--- config.mk ---
export PLATFORM = sky130hd
export DESIGN_NAME = decode_pipe
export DESIGN_NICKNAME = d
export VERILOG_FILES = /design/src/rtl/decode_pkg.sv /design/src/rtl/reg_bank.sv /design/src/rtl/decode_pipe.sv
export SDC_FILE = /design/constraint.sdc
export NUM_CORES = 2
export LEC_CHECK = 0
export CORE_MARGIN = 5
export CORE_UTILIZATION = 55
export CTS_CLUSTER_DIAMETER = 50
export DETAILED_ROUTE_END_ITERATION = 8
export PLACE_DENSITY = 0.81
export SYNTH_ARGS = -nofsm -noshare
export SYNTH_HDL_FRONTEND = slang
export SYNTH_SLANG_ARGS = --single-unit
--- constraint.sdc ---
create_clock -name clk -period 38.3 [get_ports clk]
set_input_delay 7.66 -clock clk [delete_from_list [all_inputs] [get_ports clk]]
set_output_delay 7.66 -clock clk [all_outputs]
set_load 0.005 [all_outputs]
--- src/rtl/decode_pkg.sv ---
// Shared constants for the decode stage: special register indices and immediate-select encodings.
package decode_pkg;

    // Default register count. Parametrised blocks use the helper functions instead.
    localparam int unsigned NREGS_DEF = 16;
    localparam int unsigned LINK_IDX  = NREGS_DEF - 2;
    localparam int unsigned VEC_IDX   = NREGS_DEF - 1;

    typedef enum logic {
        SEL_EXT_IMM16 = 1'b0,
        SEL_EXT_IMM24 = 1'b1
    } sel_ext_e;

    typedef enum logic {
        StEmpty = 1'b0,
        StFull  = 1'b1
    } out_state_e;

    function automatic int unsigned link_idx(input int unsigned nregs);
        return nregs - 2;
    endfunction

    function automatic int unsigned vec_idx(input int unsigned nregs);
        return nregs - 1;
    endfunction

endpackage

--- src/rtl/reg_bank.sv ---
// Architectural register bank: two combinational read ports, scalar port C and vector-byte port V.
// Same-cycle write-to-read bypass is enabled by defining DECODE_BYPASS_EN.
module reg_bank
    import decode_pkg::*;
#(
    parameter int unsigned DATA_W = 32,
    parameter int unsigned NREGS  = 16,
    parameter int unsigned VEC_W  = 8,
    localparam int unsigned AW    = $clog2(NREGS)
) (
    input  logic              clk,
    input  logic              rst,
    input  logic [AW-1:0]     ra_a,
    input  logic [AW-1:0]     ra_b,
    output logic [DATA_W-1:0] rd_a,
    output logic [DATA_W-1:0] rd_b,
    input  logic              we_c,
    input  logic [AW-1:0]     wa_c,
    input  logic [DATA_W-1:0] wd_c,
    input  logic              we_v,
    input  logic [VEC_W-1:0]  wd_v
);

    localparam logic [AW-1:0] VecAddr = AW'(vec_idx(NREGS));

    logic [DATA_W-1:0] regs_q [NREGS];
    logic [DATA_W-1:0] regs_d [NREGS];

    // Port C is applied after port V so it wins on a collision at the vector register.
    always_comb begin
        regs_d = regs_q;
        if (we_v) begin
            regs_d[VecAddr] = {wd_v, {(DATA_W - VEC_W){1'b0}}};
        end
        if (we_c) begin
            regs_d[wa_c] = wd_c;
        end
    end

    always_ff @(posedge clk or posedge rst) begin
        if (rst) begin
            for (int unsigned i = 0; i < NREGS; i++) begin
                regs_q[i] <= '0;
            end
        end else begin
            regs_q <= regs_d;
        end
    end

`ifdef DECODE_BYPASS_EN
    assign rd_a = regs_d[ra_a];
    assign rd_b = regs_d[ra_b];
`else
    assign rd_a = regs_q[ra_a];
    assign rd_b = regs_q[ra_b];
`endif

endmodule

--- src/rtl/decode_pipe.sv ---
// Registered decode stage: address muxes, immediate extension, operand concatenation and a
// single valid/ready output register with flush. Optional bypass via DECODE_BYPASS_EN.
module decode_pipe
    import decode_pkg::*;
#(
    parameter int unsigned DATA_W = 32,
    parameter int unsigned NREGS  = 16,
    parameter int unsigned VEC_W  = 8,
    localparam int unsigned AW    = $clog2(NREGS)
) (
    input  logic                    clk,
    input  logic                    rst,
    input  logic                    in_valid,
    output logic                    in_ready,
    input  logic                    flush,
    input  logic                    sel_a,
    input  logic                    sel_b,
    input  logic                    sel_c,
    input  logic                    sel_ext,
    input  logic                    we_c,
    input  logic                    we_v,
    input  logic [DATA_W-1:0]       pc4_in,
    input  logic [AW-1:0]           rp,
    input  logic [AW-1:0]           rs,
    input  logic [AW-1:0]           rg_in,
    input  logic [AW-1:0]           rg_wb,
    input  logic [15:0]             imm16,
    input  logic [23:0]             imm24,
    input  logic [DATA_W-1:0]       din_c,
    input  logic [VEC_W-1:0]        din_v,
    output logic                    out_valid,
    input  logic                    out_ready,
    output logic [DATA_W-1:0]       pc4_out,
    output logic [AW-1:0]           rg_out,
    output logic [AW-1:0]           rp_out,
    output logic [AW-1:0]           rs_out,
    output logic [DATA_W-1:0]       do_a,
    output logic [DATA_W-1:0]       do_b,
    output logic [DATA_W-1:0]       imm_out,
    output logic [DATA_W+VEC_W-1:0] cat_out
);

    localparam logic [AW-1:0] LinkAddr = AW'(link_idx(NREGS));
    localparam logic [AW-1:0] VecAddr  = AW'(vec_idx(NREGS));

    logic [AW-1:0]           addr_a;
    logic [AW-1:0]           addr_b;
    logic [AW-1:0]           addr_c;
    logic [DATA_W-1:0]       rd_a;
    logic [DATA_W-1:0]       rd_b;
    logic [DATA_W-1:0]       imm_d;
    logic [DATA_W+VEC_W-1:0] cat_d;
    logic [25:0]             imm26;
    logic                    accept;

    out_state_e              state_q;
    logic [DATA_W-1:0]       pc4_q;
    logic [AW-1:0]           rg_q;
    logic [AW-1:0]           rp_q;
    logic [AW-1:0]           rs_q;
    logic [DATA_W-1:0]       do_a_q;
    logic [DATA_W-1:0]       do_b_q;
    logic [DATA_W-1:0]       imm_q;
    logic [DATA_W+VEC_W-1:0] cat_q;

    assign addr_a = sel_a ? LinkAddr : rp;
    assign addr_b = sel_b ? VecAddr : rs;
    assign addr_c = sel_c ? LinkAddr : rg_wb;

    reg_bank #(
        .DATA_W (DATA_W),
        .NREGS  (NREGS),
        .VEC_W  (VEC_W)
    ) u_reg_bank (
        .clk  (clk),
        .rst  (rst),
        .ra_a (addr_a),
        .ra_b (addr_b),
        .rd_a (rd_a),
        .rd_b (rd_b),
        .we_c (we_c),
        .wa_c (addr_c),
        .wd_c (din_c),
        .we_v (we_v),
        .wd_v (din_v)
    );

    assign imm26 = {imm24, 2'b00};

    always_comb begin
        imm_d = DATA_W'($signed(imm16));
        if (sel_ext_e'(sel_ext) == SEL_EXT_IMM24) begin
            imm_d = DATA_W'($signed(imm26));
        end
    end

    assign cat_d = {rd_a, rd_b[DATA_W-1 -: VEC_W]};

    assign out_valid = (state_q == StFull);
    assign in_ready  = !out_valid || out_ready;
    assign accept    = in_valid && in_ready;

    // Flush beats accept; writes into the bank are unaffected by either.
    always_ff @(posedge clk or posedge rst) begin
        if (rst) begin
            state_q <= StEmpty;
            pc4_q   <= '0;
            rg_q    <= '0;
            rp_q    <= '0;
            rs_q    <= '0;
            do_a_q  <= '0;
            do_b_q  <= '0;
            imm_q   <= '0;
            cat_q   <= '0;
        end else if (flush) begin
            state_q <= StEmpty;
        end else if (accept) begin
            state_q <= StFull;
            pc4_q   <= pc4_in;
            rg_q    <= rg_in;
            rp_q    <= rp;
            rs_q    <= rs;
            do_a_q  <= rd_a;
            do_b_q  <= rd_b;
            imm_q   <= imm_d;
            cat_q   <= cat_d;
        end else if (out_ready) begin
            state_q <= StEmpty;
        end
    end

    assign pc4_out = pc4_q;
    assign rg_out  = rg_q;
    assign rp_out  = rp_q;
    assign rs_out  = rs_q;
    assign do_a    = do_a_q;
    assign do_b    = do_b_q;
    assign imm_out = imm_q;
    assign cat_out = cat_q;

endmodule

==> impl_results.md <==
* Top Ports at 321
* Max-slew violation count at 0
* VDD IR-drop max at 0.0297 mV
* Post-CTS setup buffers at 0
* Synth Net Count at 3167
* Post-synthesis average cell area at 11.3 um^2
* Pre-CTS setup slack at 21.83 ns
* Max_slew headroom at 15.9%
* Synth warnings at 0
* Number of fill cells in the layout at 4555
* Cell Chain, Critical Path: clkdlybuf4s50_1 -> nor2b_1 -> inv_1 -> clkdlybuf4s50_1
* Hold Crit Class: reg2reg
* R2r setup slk at 35.56 ns
* Vias in the first global route at 28100
* Hpwl dp at 61600 um
* Worst Hold Path EP: rs_out[0]
* CTS resizes at 0
* Share of cells above drive strength 1 at 23.6%
* RePlAce Congestion at 0.817
* CP Capture Type: output port
* Yosys reg bits at 647
* Total track usage at 31.4%
* Worst skew pair latency at 0.61 ns
* Unrepaired setup endpoints after global routing: false
* Worst-Margin Slew at 1.26 ns
* Worst hold slack at 0.501 ns
* Hold Path Origin: rs_out[0]
* Total congestion overflow at 0
* CTS Hold Bufs at 0
* ANT nets after route at 0
* Hold Vio Cnt, Final at 0
* Met3 GRT Util at 8.89%
* Sink Count at 647
* Req. time, crit path at 30.64 ns
* Largest area contributor in the netlist: dfrtp_1
* Fin nets at 3273
* Mapped Area at 34100 um^2
* Number of port buffers at 320
* Final setup vio count at 0
* Top_reg_cell synth: dfrtp_1
* Initial antenna violation count at 3
* Row count at 91
* Initial Util at 55.4%
* TNS Setup at 0 ns
* DR vias/cell at 6.75
* First-pass GRT wire length at 166000 um
* Clk_skew at 0.0182 ns
* Status: finished clean
* # H-tree levels at 3
* # DRC at 0
* Design Power at 2.04 mW
* Post-synthesis sequential area ratio at 47.4%
* Slowest stage cell on the critical path: clkdlybuf4s50_1
* Tmin final at 16.47 ns
* Slowest stage delay, CP at 0.45 ns
* Clk root buf: clkbuf_16
* CTS Buf Count at 73
* Vias at 27200
* Post-synth top area share at 47.4%
* R2R depth at 5
* Routed wire length at 109000 um
* Grt peak-use layer: met2
* GR Util met1 at 40.3%
* Power density over the cells at 51.5 nW/um^2
* Post-synth EDFFs at 0
* Startpoint Class: input pin
* RR Endpoint: rs_out[0]
* Most used cell along the critical path: clkdlybuf4s50_1
* Max Fclk at 60.7 MHz
* Synth unique cells at 45
* Drt initial violations at 3621
* Worst r2r src: out_valid
* Clk buf depth at 3
* Mapped Cells at 3028
* Hold path depth at 1
* Met2 usage at 49.8%
* Final period util at 43.0%
* Syn-to-layout area delta at 16.1%
* Leak pwr at 16.9 nW
* WL/cell at 27.0 um
* CTS tree: built
* Die height at 259 um
* Top-count cell post-synth: dfrtp_1
* Die Footprint at 67200 um^2
* Critical path type: in2out
* Worst EP arrival at 8.81 ns
* Fraction of registers with async set/reset at 100%
* Clk pin slew, worst setup/hold paths at 0.06 ns
* Maximum fanout along the worst path at 3
* Max-Cap Viols at 0
* DIE WIDTH at 259 um
* Top cells by count, synth: dfrtp_1 (647), mux2_2 (517), mux2i_1 (214)
* First-pass DRT Iterations at 8
* Final WS setup at 21.83 ns
* Area contributors post-synth: dfrtp_1 (47%), mux2_2 (17%), mux2i_1 (6.3%), a21oi_1 (2.9%), o221ai_1 (2.4%)
* Core area at 61600 um^2
* Largest net degree at the start of global routing at 170
-- metrics by stage --
step	cells	utilization, %	cell area, um^2
after detailed placement	3896	60.4	37200
after global routing	4026	64.3	39600
final	4027	64.3	39600
after floorplan	3028	-	34100
after global placement	3896	60.4	37200
after CTS	4025	64.3	39600
-- cell type report --
type                       instances  area [um^2]  share of cell area [%]
sequential                       647        16200                    40.9
multi-input combinational       1999        16200                    40.8
timing repair buffer             376         3640                    9.19
clock buffer                     107         2150                    5.42
tap                              837         1050                    2.64
clock inverter                    22          264                   0.666
inverter                          37          146                   0.369
antenna                            2         5.00                  0.0126
-- worst max-delay path: cells and delay by family --
family        cells  cell delay (ns)
simple gates      1             0.23
buf+inv           3             0.93
-- sequential cells by signal (all words and copies together), names as in the netlist --
signal and count:
do_a 32, cat_out 1, rp_out 4, rs_out 4, imm_out 26, out_valid 1
do_b 31, rg_out 4, u_reg_bank.regs_q 512, pc4_out 32
-- per-layer routing --
layer / vias to the layer above / wire, um / part of all wire [%]
li1: 11300 / - / -
met1: 13600 / 40400 / 37
met2: 1810 / 50400 / 46
met3: 419 / 12700 / 12
met4: 2 / 5150 / 4.7
met5: - / 7 / 0.0064
-- layout by cell type, fill, tap and decap left out, types with 35 or more instances in the layout --
cell and count:
mux2i_1 214, clkbuf_16 77, mux2_2 517, inv_1 35
nor2_1 95, a31oi_1 63, o221ai_1 94, o21ai_0 130
nand2_1 131, a21oi_1 195, nand2b_1 57, a22o_1 64
dfrtp_1 647, nor2b_1 67, nor3b_1 63, clkdlybuf4s50_1 313
buf_4 57
-- cells by family (layout without fill, tap and decap cells) --
kind of cell / after synthesis / count (layout) / synth area share (%)
muxes: 770 / 770 / 25.6
AOI/OAI and AO/OA: 714 / 714 / 13.7
DFF: 647 / 647 / 47.4
and+or+nand+nor: 515 / 515 / 7.75
buffers and inverters: 382 / 542 / 5.54
other: 0 / 2 / 0
-- where the power goes --
part           switching [mW]  internal (mW)
clock                   0.284          0.423
sequential             0.0981          0.810
combinational           0.191          0.235
total                   0.573           1.47
-- worst max-delay path by stage --
stage	slack, ns	cells past startpoint	from	end
global placement	21.81	4	out_ready	in_ready
detailed placement	21.83	4	out_ready	in_ready
CTS	21.82	4	out_ready	in_ready
global route	21.76	4	out_ready	in_ready
finish	21.83	4	out_ready	in_ready
floorplan	12.51	1	rst	cat_out[7]
(Power assumes the default switching activity.)
